[config.mk]
export PLATFORM = sky130hd
export DESIGN_NAME = count_wrap_monitor
export DESIGN_NICKNAME = d
export VERILOG_FILES = /design/src/rtl/count_mon_pkg.sv /design/src/rtl/count_step_check.sv /design/src/rtl/count_wrap_monitor.sv
export SDC_FILE = /design/constraint.sdc
export NUM_CORES = 1
export LEC_CHECK = 0
export CAP_MARGIN = 20
export CORE_ASPECT_RATIO = 1.25
export CORE_MARGIN = 2
export CORE_UTILIZATION = 45
export CTS_CLUSTER_DIAMETER = 100
export DETAILED_ROUTE_END_ITERATION = 10
export PLACE_DENSITY = 0.71
export SLEW_MARGIN = 20
export SYNTH_ARGS = -nofsm -noshare
export SYNTH_HDL_FRONTEND = slang
export SYNTH_HIERARCHICAL = 1
export SYNTH_SLANG_ARGS = --single-unit
[constraint.sdc]
create_clock -name clk -period 3.3 [get_ports clk]
set_clock_uncertainty 0.15 [all_clocks]
set_input_delay 0.99 -clock clk [delete_from_list [all_inputs] [get_ports clk]]
set_output_delay 0.99 -clock clk [all_outputs]
set_load 0.005 [all_outputs]
[src/rtl/count_mon_pkg.sv]
// -----------------------------------------------------------------------------
// count_mon_pkg
// Shared types for the count wrap monitor.
//   mon_state_t : monitor FSM states (IDLE, TRACK, ERROR)
//   step_kind_t : classification of one sampled count against the previous one
//                 (HOLD, STEP, WRAP, BAD)
// -----------------------------------------------------------------------------
package count_mon_pkg;

   typedef enum logic [1:0] {
      IDLE  = 2'd0,
      TRACK = 2'd1,
      ERROR = 2'd2
   } mon_state_t;

   typedef enum logic [1:0] {
      HOLD = 2'd0,
      STEP = 2'd1,
      WRAP = 2'd2,
      BAD  = 2'd3
   } step_kind_t;

endpackage

[src/rtl/count_step_check.sv]
// -----------------------------------------------------------------------------
// count_step_check
// Purely combinational classifier: decides whether `count` is a legal single
// step from `prev` in the direction `dir_q`.
// Ports:
//   prev  [SIZE-1:0] in  last sampled count
//   count [SIZE-1:0] in  newly sampled count
//   dir_q            in  direction that was live when prev was captured (1 = up)
//   kind             out HOLD / STEP / WRAP / BAD
// -----------------------------------------------------------------------------
module count_step_check
   import count_mon_pkg::*;
#(
   parameter int SIZE = 4
) (
   input  logic [SIZE-1:0] prev,
   input  logic [SIZE-1:0] count,
   input  logic            dir_q,
   output step_kind_t      kind
);

   logic [SIZE-1:0] expect_next;
   logic [SIZE-1:0] wrap_from;

   always_comb begin
      // Natural SIZE-bit truncation gives the modular step.
      expect_next = dir_q ? (prev + SIZE'(1)) : (prev - SIZE'(1));
      // The only value from which a legal step in this direction wraps.
      wrap_from   = dir_q ? {SIZE{1'b1}} : {SIZE{1'b0}};

      kind = BAD;
      if (count == prev) begin
         kind = HOLD;
      end else if (count == expect_next) begin
         kind = (prev == wrap_from) ? WRAP : STEP;
      end
   end

endmodule

[src/rtl/count_wrap_monitor.sv]
// -----------------------------------------------------------------------------
// count_wrap_monitor
// Samples a counter's output every clock, checks that each new value is a hold
// or a single step in the registered direction, pulses on every wrap, keeps a
// wrap tally and raises a sticky error on any illegal jump.
// Ports:
//   clk                     in  clock shared with the counter
//   rst                     in  asynchronous active-low reset shared with the counter
//   up                      in  direction control, same net as the counter's
//   count      [SIZE-1:0]   in  counter output being monitored
//   clr                     in  synchronous clear of tally, flags and FSM
//   wrap_pulse              out one-cycle pulse per detected wrap
//   wrap_count [WRAP_W-1:0] out wraps seen, modulo 2^WRAP_W
//   wrap_ovf                out sticky, set when wrap_count rolls over
//   step_err                out sticky, set on an illegal step
//   tracking                out high while in TRACK
// -----------------------------------------------------------------------------
module count_wrap_monitor
   import count_mon_pkg::*;
#(
   parameter int SIZE   = 4,
   parameter int WRAP_W = 8
) (
   input  logic              clk,
   input  logic              rst,
   input  logic              up,
   input  logic [SIZE-1:0]   count,
   input  logic              clr,
   output logic              wrap_pulse,
   output logic [WRAP_W-1:0] wrap_count,
   output logic              wrap_ovf,
   output logic              step_err,
   output logic              tracking
);

   mon_state_t        state_reg,      state_next;
   logic [SIZE-1:0]   prev_reg,       prev_next;
   logic              dir_q_reg,      dir_q_next;
   logic              wrap_pulse_reg, wrap_pulse_next;
   logic [WRAP_W-1:0] wrap_count_reg, wrap_count_next;
   logic              wrap_ovf_reg,   wrap_ovf_next;
   logic              step_err_reg,   step_err_next;
   logic              tracking_reg,   tracking_next;

   step_kind_t        kind;

   // The counter's value at this edge reflects `up` from the previous edge,
   // so the check uses the registered direction, never the live one.
   count_step_check #(
      .SIZE (SIZE)
   ) u_step_check (
      .prev  (prev_reg),
      .count (count),
      .dir_q (dir_q_reg),
      .kind  (kind)
   );

   always_comb begin
      state_next      = state_reg;
      prev_next       = prev_reg;
      dir_q_next      = dir_q_reg;
      wrap_pulse_next = 1'b0;
      wrap_count_next = wrap_count_reg;
      wrap_ovf_next   = wrap_ovf_reg;
      step_err_next   = step_err_reg;

      if (clr) begin
         // clr overrides anything sampled this cycle, including a wrap.
         state_next      = IDLE;
         wrap_count_next = '0;
         wrap_ovf_next   = 1'b0;
         step_err_next   = 1'b0;
      end else begin
         unique case (state_reg)
            IDLE: begin
               prev_next  = count;
               dir_q_next = up;
               state_next = TRACK;
            end
            TRACK: begin
               prev_next  = count;
               dir_q_next = up;
               unique case (kind)
                  WRAP: begin
                     wrap_pulse_next = 1'b1;
                     wrap_count_next = wrap_count_reg + WRAP_W'(1);
                     if (wrap_count_reg == {WRAP_W{1'b1}}) begin
                        wrap_ovf_next = 1'b1;
                     end
                  end
                  BAD: begin
                     step_err_next = 1'b1;
                     state_next    = ERROR;
                  end
                  default: begin
                  end
               endcase
            end
            ERROR: begin
               // Everything frozen until clr or rst.
            end
            default: begin
               state_next = IDLE;
            end
         endcase
      end

      tracking_next = (state_next == TRACK);
   end

   always_ff @(posedge clk or negedge rst) begin
      if (!rst) begin
         state_reg      <= IDLE;
         prev_reg       <= '0;
         dir_q_reg      <= 1'b0;
         wrap_pulse_reg <= 1'b0;
         wrap_count_reg <= '0;
         wrap_ovf_reg   <= 1'b0;
         step_err_reg   <= 1'b0;
         tracking_reg   <= 1'b0;
      end else begin
         state_reg      <= state_next;
         prev_reg       <= prev_next;
         dir_q_reg      <= dir_q_next;
         wrap_pulse_reg <= wrap_pulse_next;
         wrap_count_reg <= wrap_count_next;
         wrap_ovf_reg   <= wrap_ovf_next;
         step_err_reg   <= step_err_next;
         tracking_reg   <= tracking_next;
      end
   end

   assign wrap_pulse = wrap_pulse_reg;
   assign wrap_count = wrap_count_reg;
   assign wrap_ovf   = wrap_ovf_reg;
   assign step_err   = step_err_reg;
   assign tracking   = tracking_reg;

endmodule

==> After elaboration in Yosys (flattened, before gate mapping) <==
Cells that the tools add are included.
{ "totals": {"in_bits": 8, "out_inout_bits": 12, "regBits": 19} }
{ "op_classes": {"n_mux": 21, "n_bitwise": 1, "add_sub_neg": 3, "n_reduce_logical": 10, "n_eq_ne": 9} }
{ "ops": {"columns": ["operator", "n"], "rows": [
  ["8-bit 2-to-1 mux", 3],
  ["4-bit == test", 3],
  ["1-bit 2-to-1 mux", 10],
  ["2-bit 2-to-1 mux", 5],
  ["8-bit by 1-bit adder with 8-bit output (second input constant)", 1],
  ["8-bit == test (second input constant)", 1],
  ["4-bit 2-to-1 mux", 2],
  ["2-bit nonzero test", 4],
  ["2-bit == test (second input constant)", 3],
  ["2-bit case mux with 3 select lines", 1],
  ["2-bit AND reduction", 3],
  ["4-bit by 1-bit adder with 4-bit output (second input constant)", 1],
  ["2-bit by 1-bit == test with 1-bit output (second input constant)", 2],
  ["4-bit by 1-bit subtractor with 4-bit output (second input constant)", 1],
  ["3-bit AND reduction", 1],
  ["2-bit logical NOT", 1],
  ["2-bit OR reduction", 1],
  ["1-bit NOT", 1]
]} }

==> Depth between registers and ports, before layout <==
Gate-level depths: netlist (run 1).
{ "depth": {"depth_word": 10, "ltp_mapped": 10, "depth_no_buf": 9} }

==> By module <==
The synthesis (run 1) kept the hierarchy.
{ "by_module_without_submodules": {"columns": ["mod", "n_inst", "seq_area_each_um2", "cells_per_inst", "area_each_um2"], "rows": [
  ["count_wrap_monitor", 1, 475.5, 70, 829.5],
  ["count_step_check", 1, 0.0, 23, 192.7]
]} }

==> Least setup slack after synthesis (run 1) <==
Ideal clock, no wire load.
{ "synth_timing": {"kind": "input to register", "startpoint": "input port count[2]", "endpoint": "register wrap_ovf_reg, in the netlist wrap_ovf", "slack_ns": 0.472, "n_path_buf": 0, "path_stages": 7, "arrival_ns": 2.600, "path_cell_list": "xor2_1 -> xnor2_1 -> and3_1 -> a31oi_1 -> nand4bb_4 -> or4_1 -> a21oi_1"} }
{ "synth_via": {"elab_chain_len": 6, "word_cells_on_any_way": 7, "cone_classes": "3 x eq/ne; 2 x mux; 2 x reduce/logical"} }
{ "synth_lines": {"columns": ["element", "line_no", "text"], "rows": [
  ["start: declaration", "count_wrap_monitor.sv:27", "input logic [SIZE-1:0] count,"],
  ["4-bit == test", "count_step_check.sv:34", "end else if (count == expect_next) begin"],
  ["2-bit 2-to-1 mux", "count_step_check.sv:34", null],
  ["2-bit 2-to-1 mux *", "count_step_check.sv:32", "if (count == prev) begin"],
  ["named net kind[1]", "count_wrap_monitor.sv:45", "step_kind_t kind;"],
  ["2-bit == test *", "count_wrap_monitor.sv:83", "unique case (kind)"],
  ["2-bit nonzero test (no line) *", null, null],
  ["3-bit AND reduction (no line) *", null, null],
  ["end signal: assignment", "count_wrap_monitor.sv:127", "wrap_ovf_reg <= wrap_ovf_next;"],
  ["end: declaration", "count_wrap_monitor.sv:41", "logic wrap_ovf_reg, wrap_ovf_next;"]
]} }
Mark *: on every way through the listed nets, which the timed path passes. The rest lies on a longest branch.
A chain may end at the register's enable or synchronous reset.

==> Worst setup path after layout (run 1) <==
{ "layout_timing": {"startpoint": "input port count[2]", "endpoint": "register wrap_count_reg[6], in the netlist wrap_count[6]"} }
{ "layout_via": {"elab_chain_len": 6, "word_cells_on_any_way": 7, "cone_classes": "3 x eq/ne; 2 x mux; 2 x reduce/logical"} }
{ "layout_lines": {"columns": ["element", "line_no", "text"], "rows": [
  ["4-bit == test", "count_step_check.sv:34", null],
  ["2-bit 2-to-1 mux", "count_step_check.sv:34", null],
  ["2-bit 2-to-1 mux *", "count_step_check.sv:32", null],
  ["named net kind[1]", "count_wrap_monitor.sv:45", null],
  ["2-bit == test *", "count_wrap_monitor.sv:83", null],
  ["2-bit nonzero test (no line) *", null, null],
  ["2-bit AND reduction (no line) *", null, null],
  ["end signal: assignment", "count_wrap_monitor.sv:126", "wrap_count_reg <= wrap_count_next;"],
  ["end: declaration", "count_wrap_monitor.sv:40", "logic [WRAP_W-1:0] wrap_count_reg, wrap_count_next;"]
]} }
Marks and branches as above.

==> impl_metrics.ini, run 1 <==
[status]
status = finished, final reports clean

[clock_tree]
cts_htree_levels = 1
cts_buffers = 3
post_cts_buffers = 0
clock_sinks = 19
cts_resized = 0
ctsHoldBuffers = 0
cts_buffer_depth = 2
cts_root_buf = clkbuf_4
clk-insertion-delay-late_ns = 0.30
cts_tree = yes
cts.clk_slew.worst_paths_ns = 0.11

[detailed_routing]
viasPerCell = 5.47
route.detailed.drc = 0
drt_wl_total_um = 2080
via_count = 826
drtIter0Drc = 15
drtAntennaViolNets = 0
wl_per_cell_um = 13.8
drt-pass1-iter-count = 4

[setup_path]
cpMaxStageDelayCell = or4_1
r2r_end = wrap_count[6]
crit_required_ns = 3.38
cp_cell_sequence = clkdlybuf4s50_1 -> xor2_1 -> xnor2_1 -> and3_1 -> a31oi_1 -> nand4bb_4 -> or4_1 -> a21oi_1
endpoint_kind = flop
ff2ff_path_depth = 9
r2r-start = dir_q_reg
crit_fanout = 10
cp-startpoint = count[2]
cpLargestDelayFamily = simple AND/OR/NAND/NOR gates
cpPeakStageDelay_ns = 0.55
critPathArrivalTime_ns = 3.21
rrSetupSlack_ns = 0.44
path_class = in -> reg
startpoint_type = input port
worst-path-buf-inv = 1

[grt]
track_usage_pct = 17.5
globalRoute.totalOverflow = 0
grt_max_degree = 20
grt_pass1_wl_um = 3500
antenna_found_initial = 0
first_global_vias = 852

[layout]
antennaDiodeCount = 0
nFillCells = 195
nets = 133
stdcell_area_mm2 = 0.00131
drive_above_1_share_pct = 12.5
largest_reg_flops = 8
area_growth_pct = 28.5

[sta]
fmax_mhz = 319
fin_crit_sh_pct = 95.0
worst_slew_pin_slew_ns = 0.442
fin_tns_setup_ns = 0
relSlewSlack_pct = 70.4
maxSlewViolCount = 0
hold_violations = 0
finalSetupViolCount = 0
rsz0062_at_grt = false
post-route-min-period_ns = 3.13

[run]
max_cap_violations = 0

[worst_hold_path]
worstHoldPathType = reg -> reg
min_to = step_err
holdPathStages = 2
hp-start = step_err

[pwr]
p_total_uw = 816
static-leakage-power_uw = 0.000533
peakVddDrop_mv = 0.405
power_density_mw_per_mm2 = 621

[floorplan]
die-area_mm2 = 0.00267
rows = 19
die_y_um = 57.3
initial_utilization_pct = 46.7
fp.dieW_um = 46.6
core_area_mm2 = 0.00219
ios = 20

[synth]
synth_edf_count = 0
ys_seq_area_share_pct = 46.5
ys_top_cells_by_area = dfrtp_1 47%, xor2_1 6.0%, mux2_2 5.5%
avgSynthCellArea_um2 = 11.0
synth_top_area_share_pct = 46.5
async_flop_share_pct = 100
synth_most_common_cell = dfrtp_1
netlist_area_mm2 = 0.00102
ys_seq_elements = 19
synth_warnings = 6
synth_cell_type_count = 30
netlist_top_cells_count = 19 x dfrtp_1, 11 x a21oi_1, 7 x xor2_1, 6 x or4_1
synth_cells = 93
syn_nets = 105
yosys_most_used_dff = dfrtp_1
synth_top_area_cell = dfrtp_1

[placement]
gp_congestion = 0.819
io_buffers = 19
hpwl_um = 1600
dpl_cell_area_mm2 = 0.00129
==> cells by family after synthesis <==
logic type,Yosys count,synth area share (%)
and+or+nand+nor,25,16.8
AOI/OAI and AO/OA,22,13.3
DFF,19,46.5
xor gates and xnor gates,10,8.57
buffers and inverters,7,2.69
muxes,6,6.49
adders and majority gates,4,5.63
==> area by class of cell <==
cell class	instances	area [um2]	area share, %
Tap cell	31	38.8	2.95
Timing Repair Buffer	25	235	17.9
Clock buffer	4	26.3	2.00
Multi-Input combinational cell	67	519	39.5
Inverter	5	18.8	1.43
Sequential cell	19	475	36.2
==> per-stage QoR <==
stage	utilization (%)	setup slack (ns)	std cells	hold slack [ns]
4_1_cts	60.1	0.156	151	0.380
2_1_floorplan	-	0.472	93	0.330
6_report	60.1	0.165	151	0.371
3_3_place_gp	58.9	-0.0856	147	0.351
5_1_grt	60.1	0.0227	151	0.403
3_5_place_dp	58.9	-0.151	147	0.363
==> tightest hold or removal path: stages, from the launching register on <==
cell and delay [ns]:
dfrtp_1 0.39, inv_1 0.05, a21oi_1 0.05
==> metal layers <==
layer,GRT usage (%),up-vias,routed length [um]
met1,20.9,402,932
li1,-,403,-
met3,1.90,2,69
met2,31.7,19,1070
met5,0,-,0
met4,5.16,0,14
==> placed cells by master (no fill, tap or decap) <==
cell / Yosys / layout
mux2i_1: 1 / 1
mux2_2: 5 / 5
nand4b_1: 1 / 1
or3_1: 1 / 1
nand3_1: 1 / 1
o21ai_0: 1 / 1
nand4_1: 2 / 2
ha_1: 3 / 3
a31oi_1: 1 / 1
nor3_1: 1 / 1
o211ai_1: 1 / 1
xnor2_1: 3 / 3
xor2_1: 7 / 7
inv_1: 5 / 5
nand2b_1: 1 / 1
buf_4: 0 / 6
nand4bb_4: 1 / 1
clkdlybuf4s50_1: 0 / 19
dfrtp_1: 19 / 19
or4_1: 6 / 6
o31ai_1: 5 / 5
nor2_1: 4 / 4
a21oi_1: 11 / 11
clkbuf_4: 0 / 3
nand2_1: 3 / 3
a21o_1: 1 / 1
nor4_1: 1 / 1
a311oi_1: 2 / 2
and3_1: 2 / 2
and4b_1: 1 / 1
clkbuf_1: 1 / 1
fa_1: 1 / 1
==> power by group <==
| group | internal [uW] | switching, uW | total, uW |
|---|---|---|---|
| combinational | 196 | 158 | 354 |
| sequential | 282 | 61.4 | 344 |
| clock | 47.0 | 71.6 | 119 |
==> worst max-delay path by stage <==
stage,to,cells past startpoint
floorplan,wrap_ovf,7
global placement,wrap_count[6],8
detailed placement,wrap_ovf,8
CTS,wrap_count[6],8
global route,wrap_count[7],8
finish,wrap_count[6],8
Power figures use the tool's default switching activity.
==> run 2: changes to the inputs <==
--- a/config.mk
+++ b/config.mk
@@ -12,7 +12,7 @@
 export CTS_CLUSTER_DIAMETER = 100
 export DETAILED_ROUTE_END_ITERATION = 10
 export PLACE_DENSITY = 0.71
-export SLEW_MARGIN = 20
+export RECOVER_POWER = 25
 export SYNTH_ARGS = -nofsm -noshare
 export SYNTH_HDL_FRONTEND = slang
 export SYNTH_HIERARCHICAL = 1
==> impl_metrics.ini, run 2 (synthesis results as in run 1) <==
[setup_path]
cp_cell_sequence = clkdlybuf4s50_1 -> xor2_1 -> xnor2_1 -> and3_1 -> a31oi_1 -> nand4bb_4 -> or4_1 -> a21oi_1
crit_fanout = 10
cp-startpoint = count[2]
endpoint_kind = flop
crit_required_ns = 3.38
critPathArrivalTime_ns = 3.21
cpMaxStageDelayCell = or4_1
cpPeakStageDelay_ns = 0.55
cpLargestDelayFamily = simple AND/OR/NAND/NOR gates
startpoint_type = input port
worst-path-buf-inv = 1
path_class = in -> reg
r2r-start = dir_q_reg

[run]
max_cap_violations = 0

[layout]
drive_above_1_share_pct = 11.7
stdcell_count = 151
largest_reg_flops = 8
final_cell_mix = 19 x dfrtp_1, 18 x clkdlybuf4s50_1, 11 x a21oi_1, 7 x xor2_1, 6 x or4_1
area_growth_pct = 28.2
nets = 133
final_common_cell = dfrtp_1
antennaDiodeCount = 0

[pwr]
comb_power_share_pct = 43.3
peakVddDrop_mv = 0.405
intPower_uw = 524
p_total_uw = 815
p_seq_share_pct = 42.1
power_density_mw_per_mm2 = 622
p_sw_uw = 291
clkPwrFrac_pct = 14.5
static-leakage-power_uw = 0.000530
swShare_pct = 35.7

[detailed_routing]
drt_wl_total_um = 2080
drt-pass1-iter-count = 4
viasPerCell = 5.47
drtIter0Drc = 15
via_count = 826
wl_per_cell_um = 13.8
drtAntennaViolNets = 0
route.detailed.drc = 0

[clock_tree]
cts_tree = yes
clk-insertion-delay-late_ns = 0.30
cts.clk_slew.worst_paths_ns = 0.11
cts_buffer_depth = 2
ctsHoldBuffers = 0
clock_sinks = 19
cts_root_buf = clkbuf_4
cts_buffers = 3
post_cts_buffers = 0
cts_resized = 0
cts_htree_levels = 1

[floorplan]
fp.dieW_um = 46.6
die_y_um = 57.3
initial_utilization_pct = 46.7
die-area_mm2 = 0.00267
rows = 19
ios = 20
core_area_mm2 = 0.00219

[sta]
post-route-min-period_ns = 3.13
finalSetupViolCount = 0
rsz0062_at_grt = false
fin_crit_sh_pct = 95.0
worst_slew_pin_slew_ns = 1.02
hold_violations = 0
fmax_mhz = 319
fin_tns_setup_ns = 0
maxSlewViolCount = 0
hold_ws_ns = 0.371
relSlewSlack_pct = 31.7

[grt]
antenna_found_initial = 0
grt_max_degree = 20
first_global_vias = 852
grt_pass1_wl_um = 3500
globalRoute.totalOverflow = 0
track_usage_pct = 17.5

[placement]
gp_congestion = 0.819
hpwl_um = 1600
dp.cells = 147
io_buffers = 19

[worst_hold_path]
worstHoldPathType = reg -> reg
hp-start = step_err

[status]
status = finished, final reports clean
==> run 2: cell types whose count changed in the layout (fill, tap and decap cells not counted), sizes merged <==
cell | before | now
clkdlybuf4s50 | 19 | 18
clkbuf | 4 | 5
buf | 6 | 5
dlygate4sd3 | 0 | 1
==> run 2: final timing paths <==
check	endpoint	slack [ns]	depth (start not counted)
worst min-delay path	step_err	0.37	2
worst min register to register	step_err	0.37	2
worst max register to register	wrap_count[6]	0.44	9
max in group asynchronous	prev_reg[0]	1.16	2
min in group asynchronous	wrap_ovf	1.22	2
worst max-delay path	wrap_count[6]	0.17	8
==> run 2: per-layer routing <==
metal / share of wire [%] / GRT usage (%)
met1: 44 / 20.9
met2: 51 / 31.7
met4: 0.67 / 5.16
met3: 3.7 / 1.90
met5: 0 / 0
==> run 2: final cells by class <==
class                   instances  area (um2)
fillers                       195         877
flip-flops and latches         19         475
multi-input cells              67         519
repair buffers                 25         231
well taps                      31        38.8
clock buffers                   4        26.3
inverters                       5        18.8
==> run 2: worst min-delay path, cell delays in order (launching register included) <==
cell and delay, ns:
dfrtp_1 0.39, inv_1 0.05, a21oi_1 0.05
==> run 2: power groups by stage <==
stage,clock network [uW],logic [uW],registers [uW]
3_5_place_dp,0,356,349
4_1_cts,121,358,344
3_3_place_gp,0,345,344
2_1_floorplan,0,250,337
5_1_grt,131,397,353
6_report,119,353,344
==> run 2: stage by stage <==
step                      instance area, um2  worst slack [ns]  util [%]
final                                   1310             0.166      59.9
after CTS                               1310             0.156      60.1
after detailed placement                1290            -0.151      58.9
after global routing                    1310            0.0227      59.9
after floorplan                         1020             0.472         -
after global placement                  1290           -0.0856      58.9
==> run 3: changes to the inputs <==
--- a/config.mk
+++ b/config.mk
@@ -13,6 +13,7 @@
 export DETAILED_ROUTE_END_ITERATION = 10
 export PLACE_DENSITY = 0.71
 export RECOVER_POWER = 25
+export SKIP_CTS_REPAIR_TIMING = 1
 export SYNTH_ARGS = -nofsm -noshare
 export SYNTH_HDL_FRONTEND = slang
 export SYNTH_HIERARCHICAL = 1
==> results of run 3 <==
No change in the layout: final DEF, timing and power equal those of run 2.
